--- src/rtl/iob_mem_reader.sv ---
// IOb bus initiator: reads len consecutive 32-bit words starting at base_addr and
// streams them out in order; credit-limited so the internal FIFO never overflows.
module iob_mem_reader #(
  parameter int ADDR_W  = 32,
  parameter int DATA_W  = 32,
  parameter int LEN_W   = 16,
  parameter int FIFO_AW = 2
) (
  input  logic                clk_i,
  input  logic                arst_i,
  input  logic                cke_i,
  input  logic                start_i,
  input  logic [ADDR_W-1:0]   base_addr_i,
  input  logic [LEN_W-1:0]    len_i,
  output logic                busy_o,
  output logic                done_o,
  output logic                m_avalid_o,
  output logic [ADDR_W-1:0]   m_addr_o,
  output logic [DATA_W-1:0]   m_wdata_o,
  output logic [DATA_W/8-1:0] m_wstrb_o,
  input  logic [DATA_W-1:0]   m_rdata_i,
  input  logic                m_rvalid_i,
  input  logic                m_ready_i,
  output logic [DATA_W-1:0]   tdata_o,
  output logic                tvalid_o,
  output logic                tlast_o,
  input  logic                tready_i
);

  localparam int D  = 2 ** FIFO_AW;
  localparam int CW = FIFO_AW + 1;

  typedef enum logic [1:0] {IDLE, REQ, DRAIN, FIN} state_t;

  state_t              state, state_nxt;
  logic [ADDR_W-1:0]   addr;
  logic [LEN_W-1:0]    req_left;
  logic [LEN_W-1:0]    len_r;
  logic [LEN_W-1:0]    beat;
  logic [LEN_W-1:0]    last_idx;
  logic [CW-1:0]       outstanding;
  logic [CW-1:0]       count;
  logic [CW:0]         inflight;
  logic [FIFO_AW-1:0]  wr_ptr;
  logic [FIFO_AW-1:0]  rd_ptr;
  logic [DATA_W-1:0]   mem [D];
  logic                credit_ok;
  logic                grant;
  logic                push;
  logic                pop;
  logic                last_pop;
  logic                start_ok;

  // Only grants raise outstanding+count (pushes just move a word from one to the
  // other), so once a request is offered the credit check cannot retract it.
  assign inflight   = {1'b0, outstanding} + {1'b0, count};
  assign credit_ok  = inflight < (CW + 1)'(D);
  assign m_avalid_o = (state == REQ) && (req_left != '0) && credit_ok;
  assign m_addr_o   = addr;
  assign m_wdata_o  = '0;
  assign m_wstrb_o  = '0;

  assign grant    = m_avalid_o & m_ready_i;
  assign push     = m_rvalid_i & (outstanding != '0);
  assign tvalid_o = (count != '0);
  assign pop      = tvalid_o & tready_i;
  assign last_idx = len_r - LEN_W'(1);
  assign last_pop = pop & (beat == last_idx);
  assign tdata_o  = mem[rd_ptr];
  assign tlast_o  = tvalid_o & (beat == last_idx);
  assign start_ok = (state == IDLE) & start_i;
  assign busy_o   = (state == REQ) || (state == DRAIN);
  assign done_o   = (state == FIN);

  always_comb begin
    state_nxt = state;
    unique case (state)
      IDLE:  if (start_i) state_nxt = (len_i == '0) ? FIN : REQ;
      REQ:   if (grant && (req_left == LEN_W'(1))) state_nxt = DRAIN;
      DRAIN: if (last_pop) state_nxt = FIN;
      FIN:   state_nxt = IDLE;
      default: state_nxt = IDLE;
    endcase
  end

  always_ff @(posedge clk_i or negedge arst_i) begin
    if (!arst_i) begin
      state       <= IDLE;
      addr        <= '0;
      req_left    <= '0;
      len_r       <= '0;
      beat        <= '0;
      outstanding <= '0;
      count       <= '0;
      wr_ptr      <= '0;
      rd_ptr      <= '0;
      for (int unsigned i = 0; i < D; i++) mem[i] <= '0;
    end else if (cke_i) begin
      state <= state_nxt;
      if (start_ok) begin
        addr     <= base_addr_i & ~ADDR_W'(3);
        req_left <= len_i;
        len_r    <= len_i;
        beat     <= '0;
      end else begin
        if (grant) begin
          addr     <= addr + ADDR_W'(4);
          req_left <= req_left - LEN_W'(1);
        end
        if (pop) beat <= beat + LEN_W'(1);
      end
      unique case ({grant, push})
        2'b10:   outstanding <= outstanding + CW'(1);
        2'b01:   outstanding <= outstanding - CW'(1);
        default: outstanding <= outstanding;
      endcase
      unique case ({push, pop})
        2'b10:   count <= count + CW'(1);
        2'b01:   count <= count - CW'(1);
        default: count <= count;
      endcase
      if (push) begin
        mem[wr_ptr] <= m_rdata_i;
        wr_ptr      <= wr_ptr + FIFO_AW'(1);
      end
      if (pop) rd_ptr <= rd_ptr + FIFO_AW'(1);
    end
  end

endmodule
--- config.mk ---
export PLATFORM = sky130hd
export DESIGN_NAME = iob_mem_reader
export DESIGN_NICKNAME = d
export VERILOG_FILES = /design/src/rtl/iob_mem_reader.sv
export SDC_FILE = /design/constraint.sdc
export NUM_CORES = 1
export LEC_CHECK = 0
export BUFFER_PORTS_ARGS = -buffer_cell sky130_fd_sc_hd__buf_2
export CAP_MARGIN = 20
export CORE_MARGIN = 2
export CORE_UTILIZATION = 50
export CTS_BUF_LIST = sky130_fd_sc_hd__clkbuf_8 sky130_fd_sc_hd__clkbuf_16
export DETAILED_ROUTE_END_ITERATION = 10
export GPL_TIMING_DRIVEN = 0
export PLACE_DENSITY_LB_ADDON = 0.1
export SETUP_SLACK_MARGIN = 0.3
export SLEW_MARGIN = 20
export SYNTH_ARGS = -nofsm -noshare
export SYNTH_HDL_FRONTEND = slang
export SYNTH_SLANG_ARGS = --single-unit
--- constraint.sdc ---
create_clock -name clk_i -period 3.09 [get_ports clk_i]
set_clock_uncertainty 0.15 [all_clocks]
set_input_delay 0.4635 -clock clk_i [delete_from_list [all_inputs] [get_ports clk_i]]
set_output_delay 0.4635 -clock clk_i [all_outputs]
set_load 0.02 [all_outputs]
; ---- Word-level counts from Yosys, hierarchy flattened
; Index checks and enable logic that the tools add are counted.
[classes]
n_addsub = 11
order_cmp = 4
eq_ne = 12
muxes = 19
n_bitwise = 8
n_reduce_logical = 22
[ops]
columns = cell, n
row1 = 32-bit 2-to-1 mux, 5
row2 = 128-bit bitwise mux, 1
row3 = 32-bit binary-select mux with 2-bit select, 1
row4 = 32-bit demux with 2-bit select, 1
row5 = 16-bit 2-to-1 mux, 4
row6 = "32-bit by 3-bit adder with 32-bit output, second input constant", 1
row7 = "16-bit by 1-bit subtractor with 16-bit output, second input constant", 2
row8 = "16-bit by 1-bit adder with 16-bit output, second input constant", 1
row9 = "16-bit by 1-bit equality test with 1-bit output, second input constant", 1
row10 = 16-bit equality test, 1
row11 = 16-bit logical NOT, 1
row12 = 16-bit nonzero test, 1
row13 = 2-bit AND reduction, 7
row14 = 3-bit one-hot mux with 2 select lines, 2
row15 = "2-bit equality test, second input constant", 4
row16 = 2-bit 2-to-1 mux, 4
row17 = 2-bit one-hot mux with 4 select lines, 1
row18 = 2-bit nonzero test, 4
row19 = "3-bit by 1-bit adder with 3-bit output, second input constant", 2
row20 = 1-bit AND, 6
row21 = "2-bit by 1-bit equality test with 1-bit output, second input constant", 3
row22 = "3-bit greater-or-equal comparator, second input constant", 2
row23 = 2-bit NOT with 3-bit output, 2
row24 = 3-bit nonzero test, 2
row25 = other kinds (11), 17
[word_totals]
regBits = 220
inputBits = 87
out_inout_bits = 105
word_cells = 89

; ---- Longest topological paths before layout
; Gate-level depths: netlist of run 1.
[logic_depth]
ltp_word = 7
ltp_mapped = 13
mapped_depth_nobuf = 12

; ---- Least setup slack after synthesis of run 1
; No wires, ideal clock.
[synth_path]
path_kind = reg-to-output
startpoint = register len_r[0]
endpoint = output port tlast_o
t_arrival_ns = 2.948
required_ns = 2.477
path_slack_ns = -0.472
path_stages_with_launch = 9
n_path_buf = 0
cell_sequence = dfrtp_1 > inv_1 > ha_1 > or4b_1 > or4_1 > o211ai_1 > nor2_1 > or3b_1 > nor4b_1
[synth_via]
elab_chain_len = 3
[synth_lines]
columns = element, line_no
row1 = from (decl), 38  ; logic [LEN_W-1:0] len_r;
row2 = from (signal assigned), 103  ; len_r <= len_i;
row3 = 16-bit by 1-bit subtractor with 16-bit output, 67  ; assign last_idx = len_r - LEN_W'(1);
row4 = 16-bit equality test, 70  ; assign tlast_o = tvalid_o & (beat == last_idx);
row5 = 1-bit AND, 70
row6 = to (decl), 26  ; output logic tlast_o,
; Every way passes these cells.

; ---- Worst setup path after layout of run 1
; Same ends and word-level chain as after synthesis.

==> results of run 1 <==
## sequential cells by signal, indices dropped and copies added (netlist names)
register / count
count: 3
state: 2
m_addr_o: 30
len_r: 16
wr_ptr: 2
mem: 128
req_left: 16
rd_ptr: 2
beat: 16
outstanding: 3
## power by group
| group | switching [mW] | internal [mW] | total [mW] |
|---|---|---|---|
| Combinational | 3.54 | 3.31 | 6.85 |
| Sequential | 1.07 | 4.17 | 5.24 |
| Clock | 1.21 | 1.85 | 3.06 |
| Total | 5.82 | 9.33 | 15.1 |
## worst register-to-register path, stage by stage, from the launching register on
cell and delay [ns]:
dfrtp_1 0.40, or4_4 0.52, buf_6 0.14, or4_4 0.41, buf_6 0.14, o31a_1 0.28, buf_6 0.14, clkinv_8 0.04
ha_4 0.12, inv_2 0.03, fa_2 0.33, xor2_1 0.14, nor2_1 0.13, xor2_1 0.14
## metrics by stage
step / total power [mW] / setup WS [ns] / util (%)
3_3_place_gp: 11.04 / -2.573 / 56.59
5_1_grt: 16.08 / -0.7131 / 65.45
3_5_place_dp: 11.20 / -0.3450 / 56.88
4_1_cts: 14.85 / -0.5723 / 63.94
6_report: 15.14 / -0.5874 / 65.45
2_1_floorplan: 9.393 / -0.02219 / -
## worst max-delay path by stage
stage / startpoint / to / slack [ns] / cells after the start
2_1_floorplan: req_left[8]$_DFFE_PN0P_ / outstanding[2]$_DFFE_PN0P_ / -0.02 / 13
3_3_place_gp: arst_i / mem[13]$_DFFE_PN0P_ / -2.57 / 1
3_5_place_dp: len_r[2]$_DFFE_PN0P_ / tlast_o / -0.34 / 8
4_1_cts: len_r[1]$_DFFE_PN0P_ / tlast_o / -0.57 / 9
5_1_grt: len_r[0]$_DFFE_PN0P_ / tlast_o / -0.71 / 10
6_report: len_r[0]$_DFFE_PN0P_ / tlast_o / -0.59 / 9
## per-layer routing
metal  up-vias  GRT usage (%)  wire (microns)
li1       4167              -               -
met1      4517          35.43           13130
met2       366          39.37           13810
met3        84          3.788            1985
met4         0          8.869            1083
met5         -              0               0
## area by class of cell
| cell class | count | area [sq um] |
|---|---|---|
| clock inverters | 15 | 162.7 |
| repair buffers | 199 | 1324 |
| plain buffers | 98 | 663.1 |
| fillers | 1761 | 7774 |
| well taps | 285 | 356.6 |
| inverters | 23 | 98.84 |
| flip-flops and latches | 218 | 5456 |
| clock buffers | 30 | 694.4 |
| multi-input cells | 718 | 5973 |
## kinds of logic after synthesis
logic type / Yosys count / synth area share (%)
AND/OR/NAND/NOR: 266 / 11.43
flip-flops: 218 / 47.74
AO/OA/AOI/OAI: 178 / 9.462
multiplexers: 177 / 20.57
buffers and inverters: 121 / 5.530
XOR/XNOR: 38 / 2.913
adder cells (fa/ha/maj): 20 / 2.322
other: 1 / 0.03282
## cells in the final DEF, fill, tap and decap left out, types with 10 or more instances in the layout
master and instances:
buf_2 149, a21oi_1 30, o21ai_0 30, mux2_2 141, dfrtp_1 217, buf_4 58, xor2_1 24, o21ai_2 16
mux4_2 32, nor3_1 16, o21ai_1 10, nor2_1 60, buf_8 13, a21oi_2 24, conb_1 38, inv_1 26
clkbuf_16 25, xnor2_1 14, clkbuf_1 22, clkbuf_2 17, nand2_1 67, o22ai_1 12, buf_6 25, nand4_1 16
nor4_1 11, nand3_1 32, ha_1 15
## repair_timing
| action | in CTS | in global routing |
|---|---|---|
| hold endpoints to repair | 43 | 0 |
| gates resized for setup | 140 | 82 |
| hold buffers | 1 | 0 |
| endpoints found under the setup margin | 80 | 188 |
| gates cloned | 7 | 0 |
| buffers inserted | 27 | 12 |
| pin swaps | 49 | 25 |
==> results.sh, run 1 <==
export IMPL_fp_dieArea_sq_um=24080
export IMPL_numCtsBuffers=25
export IMPL_syn2layout_area_growth_pct=28.91
export IMPL_end_kind="primary output"
export IMPL_finish_instance_area_sq_um=14730
export IMPL_rsz0062_at_grt="true"
export IMPL_post_route_period_util_pct=119.0
export IMPL_final_layout_size_suffix_gt1_share_pct=44.43
export IMPL_achievable_frequency_mhz=271.9
export IMPL_grt_ovfl_total=0
export IMPL_synth_area_sq_um=11430
export IMPL_holdWs_ns=0.04535
export IMPL_h_tree_depth=1
export IMPL_drtPass1Iterations=5
export IMPL_num_vias=9134
export IMPL_grt_max_degree=97
export IMPL_holdPathStages=3
export IMPL_critPathKind="reg2out"
export IMPL_period_minus_slack_ns=3.677
export IMPL_r2r_start="req_left[11]$_DFFE_PN0P_"
export IMPL_hold_viol=0
export IMPL_portBuffers=151
export IMPL_instances_no_fill=1586
export IMPL_yosys_top_cells_count="dfrtp_1 (218), mux2_2 (142), nand2_1 (67), nor2_1 (67), a21oi_1 (61)"
export IMPL_yosys_top_cells_area="dfrtp_1 (48%), mux2_2 (14%), mux4_2 (6.3%)"
export IMPL_ys_types=68
export IMPL_hp_class="in2reg"
export IMPL_yosysMostFrequentCell="dfrtp_1"
export IMPL_min_from="base_addr_i[2]"
export IMPL_synth_edf_count=0
export IMPL_worstMarginPinSlew_ns=0.7913
export IMPL_critPathMaxStageDelay_ns=0.47
export IMPL_core_area_sq_um=22500
export IMPL_drcViolationCount=0
export IMPL_path_max_fanout=3
export IMPL_max_vdd_ir_drop_mv=0.4803
export IMPL_io_pins=192
export IMPL_rr_worst_depth=13
export IMPL_die_w_microns=155.2
export IMPL_slew_headroom_pct=46.84
export IMPL_yosysWarnings=0
export IMPL_root_buffer="clkbuf_16"
export IMPL_std_cell_rows=55
export IMPL_clk_latency_ns=0.53
export IMPL_leakage_nw=6.612
export IMPL_slew_viol_final=0
export IMPL_finalSetupTns_ns=-1.185
export IMPL_async_flop_share_pct=100.0
export IMPL_yosysTopAreaCell="dfrtp_1"
export IMPL_clockBufferDepth=3
export IMPL_cts_sinks=218
export IMPL_critical_path_top_delay_family="simple AND/OR/NAND/NOR gates"
export IMPL_timing_final_ws_setup_ns=-0.5874
export IMPL_cp_data_required_time_ns=2.48
export IMPL_drt_initial_drc_count=604
export IMPL_place_gp_congestion=0.9102
export IMPL_critical_path_buf_inv_count=2
export IMPL_violations="negative setup slack"
export IMPL_dp_cells=1494
export IMPL_ys_flop_type="dfrtp_1"
export IMPL_worstPathArrival_ns=3.06
export IMPL_start_kind="flip-flop"
export IMPL_rrSetupSlack_ns=-0.10
export IMPL_start_util_pct=50.78
export IMPL_slowest_stage="or4b_4"
export IMPL_min_to="m_addr_o[2]$_DFFE_PN0P_"
export IMPL_track_usage_pct=24.93
export IMPL_dp_hpwl_mm=19.65
export IMPL_grt_pass1_vias=9050
export IMPL_n_antenna_cell=0
export IMPL_avgSynthCellArea_sq_um=11.21
export IMPL_setup_viol=19
export IMPL_grt_pass1_wl_mm=48.18
export IMPL_fp_dieH_microns=155.2
export IMPL_max_cap_violations=0
export IMPL_r2r_end="outstanding[2]$_DFFE_PN0P_"
export IMPL_ys_ff_latch=218
export IMPL_seq_area_frac_synth_pct=47.74
export IMPL_antenna_left=0
export IMPL_outcome="finished, violations left"
export IMPL_netlist_instances=1019
export IMPL_drt_total_wl_mm=30.01
export IMPL_cts_tree="done"
export IMPL_final_nets=1390
export IMPL_antenna_found_initial=0
export IMPL_synth_top_area_share_pct=47.74
export IMPL_cp_cell_sequence="inv_2, ha_4, or4b_4, or4_4, o211ai_1, nor2_2, or3b_4, nor4b_4, buf_4"
export IMPL_wl_per_cell_microns=18.92
export IMPL_cts_clk_slew_worst_paths_ns=0.06
export IMPL_powerDensity_nw_per_um2=1028
export IMPL_placed_area_sq_um=12800
export IMPL_vias_per_cell=5.759
Power figures use the tool's default switching activity.
==> run 2, diff against run 1 <==
--- a/config.mk
+++ b/config.mk
@@ -13,6 +13,7 @@
 export DETAILED_ROUTE_END_ITERATION = 10
 export GPL_TIMING_DRIVEN = 0
 export PLACE_DENSITY_LB_ADDON = 0.1
+export RECOVER_POWER = 25
 export SETUP_SLACK_MARGIN = 0.3
 export SLEW_MARGIN = 20
 export SYNTH_ARGS = -nofsm -noshare
==> results.sh, run 2 (same netlist as run 1, synthesis figures left out) <==
export IMPL_outcome="finished, violations left"
export IMPL_violations="max-capacitance violations, max-slew violations, negative setup slack"
export IMPL_p_switching_mw=5.814
export IMPL_holdWs_ns=0.04068
export IMPL_clk_latency_ns=0.53
export IMPL_cts_tree="done"
export IMPL_hold_viol=0
export IMPL_std_cell_rows=55
export IMPL_slowest_stage="or4b_4"
export IMPL_setup_viol=112
export IMPL_fp_dieArea_sq_um=24080
export IMPL_p_int_mw=9.325
export IMPL_slew_viol_final=44
export IMPL_clkPwrFrac_pct=20.2
export IMPL_p_sw_share_pct=38.40
export IMPL_critPathMaxStageDelay_ns=0.47
export IMPL_cts_clk_slew_worst_paths_ns=0.06
export IMPL_largest_register="mem"
export IMPL_io_pins=192
export IMPL_leakage_nw=6.612
export IMPL_grt_max_degree=97
export IMPL_cp_data_required_time_ns=2.48
export IMPL_rr_worst_depth=13
export IMPL_dp_cells=1494
export IMPL_drcViolationCount=0
export IMPL_num_vias=9141
export IMPL_max_vdd_ir_drop_mv=0.4794
export IMPL_numCtsBuffers=25
export IMPL_critPathKind="reg2out"
export IMPL_holdPathStages=3
export IMPL_timing_final_ws_setup_ns=-0.5875
export IMPL_total_power_mw=15.14
export IMPL_die_w_microns=155.2
export IMPL_worstPathArrival_ns=3.06
export IMPL_largest_register_ffs=128
export IMPL_rsz0062_at_grt="true"
export IMPL_dp_hpwl_mm=19.65
export IMPL_antenna_found_initial=0
export IMPL_start_util_pct=50.78
export IMPL_vias_per_cell=5.764
export IMPL_clockBufferDepth=3
export IMPL_syn2layout_area_growth_pct=28.78
export IMPL_instances_no_fill=1586
export IMPL_place_gp_congestion=0.9102
export IMPL_period_minus_slack_ns=3.678
export IMPL_layout_common_cells="dfrtp_1 (217), buf_2 (149), mux2_2 (141)"
export IMPL_cts_sinks=218
export IMPL_grt_pass1_wl_mm=48.18
export IMPL_path_max_fanout=3
export IMPL_nFillCells=1764
export IMPL_drt_initial_drc_count=604
export IMPL_track_usage_pct=24.93
export IMPL_start_kind="flip-flop"
export IMPL_portBuffers=151
export IMPL_achievable_frequency_mhz=271.9
export IMPL_max_cap_violations=1
export IMPL_end_kind="primary output"
export IMPL_worstMarginPinSlew_ns=2.056
export IMPL_final_layout_size_suffix_gt1_share_pct=44.35
export IMPL_hp_class="in2reg"
export IMPL_wl_per_cell_microns=18.90
export IMPL_h_tree_depth=1
export IMPL_combPwrFrac_pct=45.2
export IMPL_powerDensity_nw_per_um2=1029
export IMPL_n_antenna_cell=0
export IMPL_grt_pass1_vias=9050
export IMPL_fp_dieH_microns=155.2
export IMPL_cp_cell_sequence="inv_2, ha_4, or4b_4, or4_4, o211ai_1, nor2_2, or3b_4, nor4b_4, buf_4"
export IMPL_antenna_left=0
export IMPL_drtPass1Iterations=5
export IMPL_final_nets=1390
export IMPL_core_area_sq_um=22500
export IMPL_slew_headroom_pct=-37.05
export IMPL_drt_total_wl_mm=29.98
export IMPL_grt_ovfl_total=0
export IMPL_root_buffer="clkbuf_16"
export IMPL_final_common_cell="dfrtp_1"
export IMPL_post_route_period_util_pct=119.0
export IMPL_seqPwrFrac_pct=34.6
==> run 2: cell types whose count changed in the layout (fill, tap and decap cells not counted) <==
cell / delta
buf_16: -1
dlymetal6s4s_1: +1
==> run 2: metal layers <==
layer / GRT usage [%] / wire (microns) / vias up
met4: 8.869 / 1074 / 0
met5: 0 / 0 / -
met1: 35.43 / 13040 / 4513
met3: 3.788 / 2019 / 84
li1: - / - / 4166
met2: 39.37 / 13850 / 378
==> run 2: cell type report <==
| class | count | area (sq um) | share of cell area [%] |
|---|---|---|---|
| clock buffer | 30 | 694.4 | 4.719 |
| tap | 285 | 356.6 | 2.423 |
| inverter | 23 | 98.84 | 0.6718 |
| sequential | 218 | 5456 | 37.08 |
| multi-input combinational | 718 | 5973 | 40.60 |
| clock inverter | 15 | 162.7 | 1.105 |
| buffer | 98 | 663.1 | 4.507 |
| timing repair buffer | 199 | 1309 | 8.895 |
==> run 2: repair_timing <==
action | CTS | global route
setup endpoints to repair | 80 | 188
endpoints found under the hold margin | 43 | 0
pin swaps | 49 | 25
buffers inserted | 27 | 12
gates cloned | 7 | 0
hold buffers | 1 | 0
resized for setup | 140 | 82
==> run 2: power groups by stage <==
stage                     logic [mW]  clock network (mW)  registers, mW
after global routing            7.41                3.25           5.42
after CTS                       6.58                3.11           5.16
final                           6.85                3.05           5.24
after detailed placement        6.03                   0           5.17
after floorplan                 4.29                   0           5.10
after global placement          5.91                   0           5.13
==> run 2: worst max-delay path, delay by kind of cell, from the launching register on <==
family / cells / cell delay, ns
simple gates: 5 / 1.62
buf+inv: 2 / 0.27
flops: 1 / 0.39
compound gates: 1 / 0.12
fa+ha+maj: 1 / 0.14
==> run 2: per-stage QoR <==
step / setup slack [ns] / cell area, sq um / utilization [%] / setup TNS [ns]
6_report: -0.5875 / 14710 / 65.39 / -10.34
5_1_grt: -0.7131 / 14710 / 65.39 / -57.00
4_1_cts: -0.5723 / 14390 / 63.94 / -0.6724
3_5_place_dp: -0.3450 / 12800 / 56.88 / -0.9721
3_3_place_gp: -2.573 / 12730 / 56.59 / -554.37
2_1_floorplan: -0.02219 / 11620 / - / -0.02219
==> run 2: final timing paths <==
check | startpoint | to | slack [ns]
worst max-delay path | len_r[0]$_DFFE_PN0P_ | tlast_o | -0.59
worst min-delay path | base_addr_i[2] | m_addr_o[2]$_DFFE_PN0P_ | 0.04
worst max register to register | req_left[11]$_DFFE_PN0P_ | outstanding[2]$_DFFE_PN0P_ | -0.10
worst min register to register | mem[50]$_DFFE_PN0P_ | mem[50]$_DFFE_PN0P_ | 0.35
max in group asynchronous | arst_i | mem[113]$_DFFE_PN0P_ | -0.14
min in group asynchronous | arst_i | m_addr_o[24]$_DFFE_PN0P_ | 1.02
